**src/rtl/bt_uart_rx.sv**
```systemverilog
// bt_uart_rx: 16x oversampled UART receiver with majority voting, framing check and output FIFO.
// Define BT_RX_PARITY_EN to build the parity bit state and parity_err checking.
module bt_uart_rx #(
    parameter int CLK_FREQ   = 50_000_000,
    parameter int BAUD       = 9600,
    parameter int DATA_BITS  = 8,
    parameter int FIFO_DEPTH = 4,
    parameter bit PARITY_ODD = 1'b0
) (
    input  logic                 CLOCK_50,
    input  logic                 reset,
    input  logic                 rx,
    output logic [DATA_BITS-1:0] data,
    output logic                 valid,
    input  logic                 ready,
    output logic [DATA_BITS-1:0] led,
    output logic                 frame_err,
    output logic                 parity_err,
    output logic                 overrun
);

    localparam int DIV = (CLK_FREQ + 8 * BAUD) / (16 * BAUD);
    localparam int CW  = (DIV > 1) ? $clog2(DIV) : 1;
    localparam int AW  = (FIFO_DEPTH > 1) ? $clog2(FIFO_DEPTH) : 1;
    localparam int NW  = $clog2(DATA_BITS);

`ifdef BT_RX_PARITY_EN
    typedef enum logic [2:0] {S_IDLE, S_START, S_DATA, S_PARITY, S_STOP} state_t;
`else
    typedef enum logic [1:0] {S_IDLE, S_START, S_DATA, S_STOP} state_t;
`endif

    state_t                state_q, state_d;
    logic                  rx_meta_q, rx_s_q;
    logic [CW-1:0]         cnt_q, cnt_d;
    logic [3:0]            s_q, s_d;
    logic [NW-1:0]         n_q, n_d;
    logic [DATA_BITS-1:0]  shreg_q, shreg_d;
    logic                  smp7_q, smp7_d, smp8_q, smp8_d;
    logic                  frame_err_q, frame_err_d;
    logic                  overrun_q, overrun_d;
    logic [DATA_BITS-1:0]  led_q, led_d;
    logic [DATA_BITS-1:0]  data_q, data_d;
    logic [AW:0]           rd_ptr_q, rd_ptr_d, wr_ptr_q, wr_ptr_d;
    logic [DATA_BITS-1:0]  mem [FIFO_DEPTH];
`ifdef BT_RX_PARITY_EN
    logic                  par_q, par_d;
    logic                  parity_err_q, parity_err_d;
    logic                  parity_bad;
`endif

    logic tick, at_s9, at_s15, bit_maj, decide, good;
    logic empty, full, pop, push;

    assign tick    = (cnt_q == CW'(DIV - 1));
    assign at_s9   = tick && (s_q == 4'd9);
    assign at_s15  = tick && (s_q == 4'd15);
    // Samples at s=7 and s=8 are held; the s=9 sample is the live synchronised input.
    assign bit_maj = (smp7_q & smp8_q) | (smp7_q & rx_s_q) | (smp8_q & rx_s_q);

    // NOTE: every signal driven here gets a default first, so no path can infer a latch.
    always_comb begin
        state_d = state_q;
        cnt_d   = tick ? '0 : cnt_q + 1'b1;
        s_d     = tick ? s_q + 4'd1 : s_q;
        n_d     = n_q;
        shreg_d = shreg_q;
        smp7_d  = (tick && s_q == 4'd7) ? rx_s_q : smp7_q;
        smp8_d  = (tick && s_q == 4'd8) ? rx_s_q : smp8_q;
        decide  = 1'b0;
`ifdef BT_RX_PARITY_EN
        par_d   = par_q;
`endif
        case (state_q)
            S_IDLE: begin
                if (!rx_s_q) begin
                    state_d = S_START;
                    cnt_d   = '0;
                    s_d     = '0;
                end
            end
            S_START: begin
                if (at_s9 && bit_maj) begin
                    state_d = S_IDLE;
                end else if (at_s15) begin
                    state_d = S_DATA;
                    n_d     = '0;
                end
            end
            S_DATA: begin
                if (at_s9) shreg_d[n_q] = bit_maj;
                if (at_s15) begin
                    if (n_q == NW'(DATA_BITS - 1)) begin
`ifdef BT_RX_PARITY_EN
                        state_d = S_PARITY;
`else
                        state_d = S_STOP;
`endif
                    end else begin
                        n_d = n_q + 1'b1;
                    end
                end
            end
`ifdef BT_RX_PARITY_EN
            S_PARITY: begin
                if (at_s9)  par_d   = bit_maj;
                if (at_s15) state_d = S_STOP;
            end
`endif
            S_STOP: begin
                // Leave at mid-stop so a following start edge is never missed.
                if (at_s9) begin
                    decide  = 1'b1;
                    state_d = S_IDLE;
                end
            end
            default: state_d = S_IDLE;
        endcase
    end

    assign empty = (rd_ptr_q == wr_ptr_q);
    assign full  = (rd_ptr_q[AW] != wr_ptr_q[AW]) &&
                   (rd_ptr_q[AW-1:0] == wr_ptr_q[AW-1:0]);
    assign pop   = !empty && ready;

`ifdef BT_RX_PARITY_EN
    assign parity_bad   = ((^{shreg_q, par_q}) != PARITY_ODD);
    assign good         = decide && bit_maj && !parity_bad;
    assign parity_err_d = decide && bit_maj && parity_bad;
`else
    assign good = decide && bit_maj;
`endif
    assign push        = good && (!full || pop);
    assign frame_err_d = decide && !bit_maj;
    assign overrun_d   = good && full && !pop;
    assign led_d       = push ? shreg_q : led_q;
    assign rd_ptr_d    = rd_ptr_q + (AW + 1)'(pop);
    assign wr_ptr_d    = wr_ptr_q + (AW + 1)'(push);

    // The head after this edge may be the byte being written right now.
    always_comb begin
        data_d = mem[rd_ptr_d[AW-1:0]];
        if (push && (wr_ptr_q[AW-1:0] == rd_ptr_d[AW-1:0])) data_d = shreg_q;
    end

    // NOTE: state registers use non-blocking assignments so every flop samples pre-edge values.
    always_ff @(posedge CLOCK_50) begin
        if (reset) begin
            rx_meta_q    <= 1'b1;
            rx_s_q       <= 1'b1;
            state_q      <= S_IDLE;
            cnt_q        <= '0;
            s_q          <= '0;
            n_q          <= '0;
            shreg_q      <= '0;
            smp7_q       <= 1'b1;
            smp8_q       <= 1'b1;
            frame_err_q  <= 1'b0;
            overrun_q    <= 1'b0;
            led_q        <= '0;
            data_q       <= '0;
            rd_ptr_q     <= '0;
            wr_ptr_q     <= '0;
`ifdef BT_RX_PARITY_EN
            par_q        <= 1'b0;
            parity_err_q <= 1'b0;
`endif
        end else begin
            rx_meta_q    <= rx;
            rx_s_q       <= rx_meta_q;
            state_q      <= state_d;
            cnt_q        <= cnt_d;
            s_q          <= s_d;
            n_q          <= n_d;
            shreg_q      <= shreg_d;
            smp7_q       <= smp7_d;
            smp8_q       <= smp8_d;
            frame_err_q  <= frame_err_d;
            overrun_q    <= overrun_d;
            led_q        <= led_d;
            data_q       <= data_d;
            rd_ptr_q     <= rd_ptr_d;
            wr_ptr_q     <= wr_ptr_d;
`ifdef BT_RX_PARITY_EN
            par_q        <= par_d;
            parity_err_q <= parity_err_d;
`endif
        end
    end

    // NOTE: FIFO storage has no reset; the pointers alone define which entries are live.
    always_ff @(posedge CLOCK_50) begin
        if (push) mem[wr_ptr_q[AW-1:0]] <= shreg_q;
    end

    assign data      = data_q;
    assign valid     = !empty;
    assign led       = led_q;
    assign frame_err = frame_err_q;
    assign overrun   = overrun_q;
`ifdef BT_RX_PARITY_EN
    assign parity_err = parity_err_q;
`else
    assign parity_err = 1'b0;
`endif

endmodule

```
**config.mk**
```make
export PLATFORM = sky130hd
export DESIGN_NAME = bt_uart_rx
export DESIGN_NICKNAME = d
export VERILOG_FILES = /design/src/rtl/bt_uart_rx.sv
export SDC_FILE = /design/constraint.sdc
export NUM_CORES = 1
export LEC_CHECK = 0
export ABC_AREA = 0
export BUFFER_PORTS_ARGS = -buffer_cell sky130_fd_sc_hd__buf_2
export CAP_MARGIN = 20
export CORE_UTILIZATION = 50
export CTS_CLUSTER_SIZE = 12
export DETAILED_ROUTE_END_ITERATION = 12
export PLACE_DENSITY_LB_ADDON = 0.05
export RECOVER_POWER = 25
export SYNTH_ARGS = -nofsm -noshare
export SYNTH_HDL_FRONTEND = slang
export SYNTH_SLANG_ARGS = --single-unit
```
**constraint.sdc**
```tcl
create_clock -name CLOCK_50 -period 2.6 [get_ports CLOCK_50]
set_clock_uncertainty 0.1 [all_clocks]
set_input_delay 0.26 -clock CLOCK_50 [delete_from_list [all_inputs] [get_ports CLOCK_50]]
set_output_delay 0.26 -clock CLOCK_50 [all_outputs]
set_load 0.005 [all_outputs]
```
==> qor.txt <==
Outcome = finished clean
P_int = 1.764 mW
Register Area = 0.002042 mm^2
DIE AREA = 0.007655 mm^2
Routed Antenna Nets = 0
Leading post-synthesis cells by cell area = dfxtp_1 30%, edfxtp_1 26%, mux2i_1 5.2%
Fmax = 415.5 MHz
Max_slew headroom = 0.5944
Maximum root-to-sink buffer count = 2
Via count = 2367
Syn Area/Cell = 12.14 um^2
H-tree depth = 3
Setup TNS = 0 ns
Worst path required time = 2.78 ns
Root buf cell = clkbuf_8
Global-route wire length before repair = 11.22 mm
Post-Syn Area = 0.003655 mm^2
Worst Setup Start Kind = register
# port buffers = 22
Area of the core = 0.006944 mm^2
CTS Sinks = 86
Sequential share of the synthesized area = 0.5587
Worst-path clk slew = 0.10 ns
Crit. End Element = register
Pre-antenna DRT Iters = 4
Max-slew violations = 0
Fill cells = 585
Clk_lat worst skew = 0.35 ns
Via density = 5.343
Comb power frac = 0.016
Diode count = 0
Routability congestion estimate = 0.7606
Final hold violations = 0
Setup-failing EPs final = 0
Die width = 87.50 um
Netlist cell types = 47
VDD IR-drop max = 0.4508 mV
Count leader, synth = dfxtp_1
EDFF count, synth = 32
Ratio of cells with drive above 1 in the final layout = 0.2305
Largest net degree at the start of global routing = 26
Actual slew at the worst max-slew pin = 0.6020 ns
Initial antenna violation count = 0
Max-cap violations = 0
Static leakage = 1.698 nW
Initial DRC count = 173
DR DRC count = 0
Die Ht = 87.50 um
Clock power share = 0.374
Cts bufs inserted = 9
Sequential share of power = 0.610
Syn_nets = 316
Grt ovf = 0
Final core area utilization = 0.6009
# rows = 30
Area Growth Syn to Fin = 14.17%
Final period util = 0.9256
Vias in the first global route = 2260
IO Count = 24
Ys async rst share = 0
Fin nets = 357
Hold Path Class = in2reg
Cell area power density = 549.8 mW/mm^2
Critical Path AT = 2.59 ns
Synth cell count leaders = 54 x dfxtp_1, 32 x edfxtp_1, 22 x nand2_1, 22 x nor2_1, 19 x mux2i_1
Yosys warning count = 0
Initial Utilization = 0.5263
Area leader, netlist = dfxtp_1
Multi-input gate area = 0.001560 mm^2
Most used DFF post-synth = dfxtp_1
Psw = 0.5302 mW
Crit-path max FO = 6
Area share of the largest cell type after synthesis = 0.2958
Avg WL per Cell = 15.64 um
DP HPWL = 4.769 mm
Gate Count Post-Synth = 301
RSZ-0062 raised after global routing = no
Pwr Total = 2.294 mW
Tot GR Track Use = 0.2030
Period minus WS final = 2.407 ns
CTS tree = yes
Post-synthesis register bit count = 86
Crit path kind = reg2reg
Switching Share = 0.2311
Wirelength, routed = 6.930 mm
==> state kept, by name (all words and copies together) (netlist names), named ones only <==
signal / flops
s_q: 4
data: 8
rx_s_q: 1
smp7_q: 1
shreg_q: 8
smp8_q: 1
mem: 32
cnt_q: 9
rd_ptr_q: 3
led: 8
overrun: 1
n_q: 3
state_q: 1
wr_ptr_q: 3
rx_meta_q: 1
frame_err: 1
==> final timing paths <==
path / cells past startpoint / startpoint / slack (ns) / end
setup / recovery: 11 / wr_ptr_q[1] / 0.19 / data[6]
hold reg to reg: 1 / rx_meta_q / 0.31 / rx_s_q
hold / removal: 2 / reset / 0.18 / rd_ptr_q[2]
setup reg to reg: 11 / wr_ptr_q[1] / 0.19 / data[6]
==> critical path, stage by stage (launching register included) <==
cell     delay (ns)
dfxtp_1        0.35
xor2_2         0.20
nor2_1         0.12
nand2_1        0.07
and2_1         0.17
ha_1           0.17
ha_1           0.30
xnor2_1        0.14
nand3_1        0.13
nor3_4         0.24
buf_12         0.16
mux2i_1        0.18
==> power groups by stage <==
stage | combinational [mW] | clock, mW | sequential, mW
after floorplan | 0.0262 | 0 | 1.43
after global placement | 0.0360 | 0 | 1.43
after detailed placement | 0.0369 | 0 | 1.43
after CTS | 0.0378 | 0.883 | 1.40
after global routing | 0.0429 | 0.941 | 1.40
final | 0.0374 | 0.858 | 1.40
==> kinds of logic after synthesis <==
group,count (synthesis),share of synthesized area
buffers and inverters,14,0.01643
AOI/OAI and AO/OA,20,0.04348
and+or+nand+nor,124,0.1979
muxes,27,0.1013
adders and majority gates,12,0.04040
other,1,0.001026
DFF,86,0.5587
xor gates and xnor gates,17,0.04074
==> routing by layer <==
metal  vias up  GRT usage  wire length [um]
met4         0    0.05961                58
li1       1185          -                 -
met1      1131     0.2732              3204
met2        47     0.3139              3199
met5         -          0                 0
met3         4    0.06540               468
==> cell type report <==
type,count,area share
clock buffer,9,0.02969
clock inverter,7,0.01319
inverter,5,0.004498
multi-input combinational,201,0.3739
sequential,86,0.4894
tap,96,0.02879
timing repair buffer,39,0.06057
==> per-stage QoR <==
stage          hold WS [ns]  instances  worst slack, ns  cell area (um^2)
6_report             0.1778        443           0.1933              4173
5_1_grt              0.1670        443          0.02928              4173
4_1_cts              0.1632        442          0.06865              4158
3_5_place_dp         0.2975        425          0.09403              3969
3_3_place_gp         0.2957        425           0.2149              3969
2_1_floorplan        0.2316        301          0.01579              3659
==> repair_timing <==
item                                    4_1_cts  5_1_grt
hold endpoints to repair                      1        0
setup buffers                                 0        1
endpoints found under the setup margin        0        6
hold buffers                                  1        0
gates resized for setup                       0        1
==> placed cells by master, fill, tap and decap left out, drive strengths merged, types with 11 or more instances in the layout <==
master   n
edfxtp  32
ha      11
nand3   17
dfxtp   54
nor4    11
nand2   22
buf     38
mux2i   19
nor2    22
No activity file was read; power rests on OpenSTA's default activity.
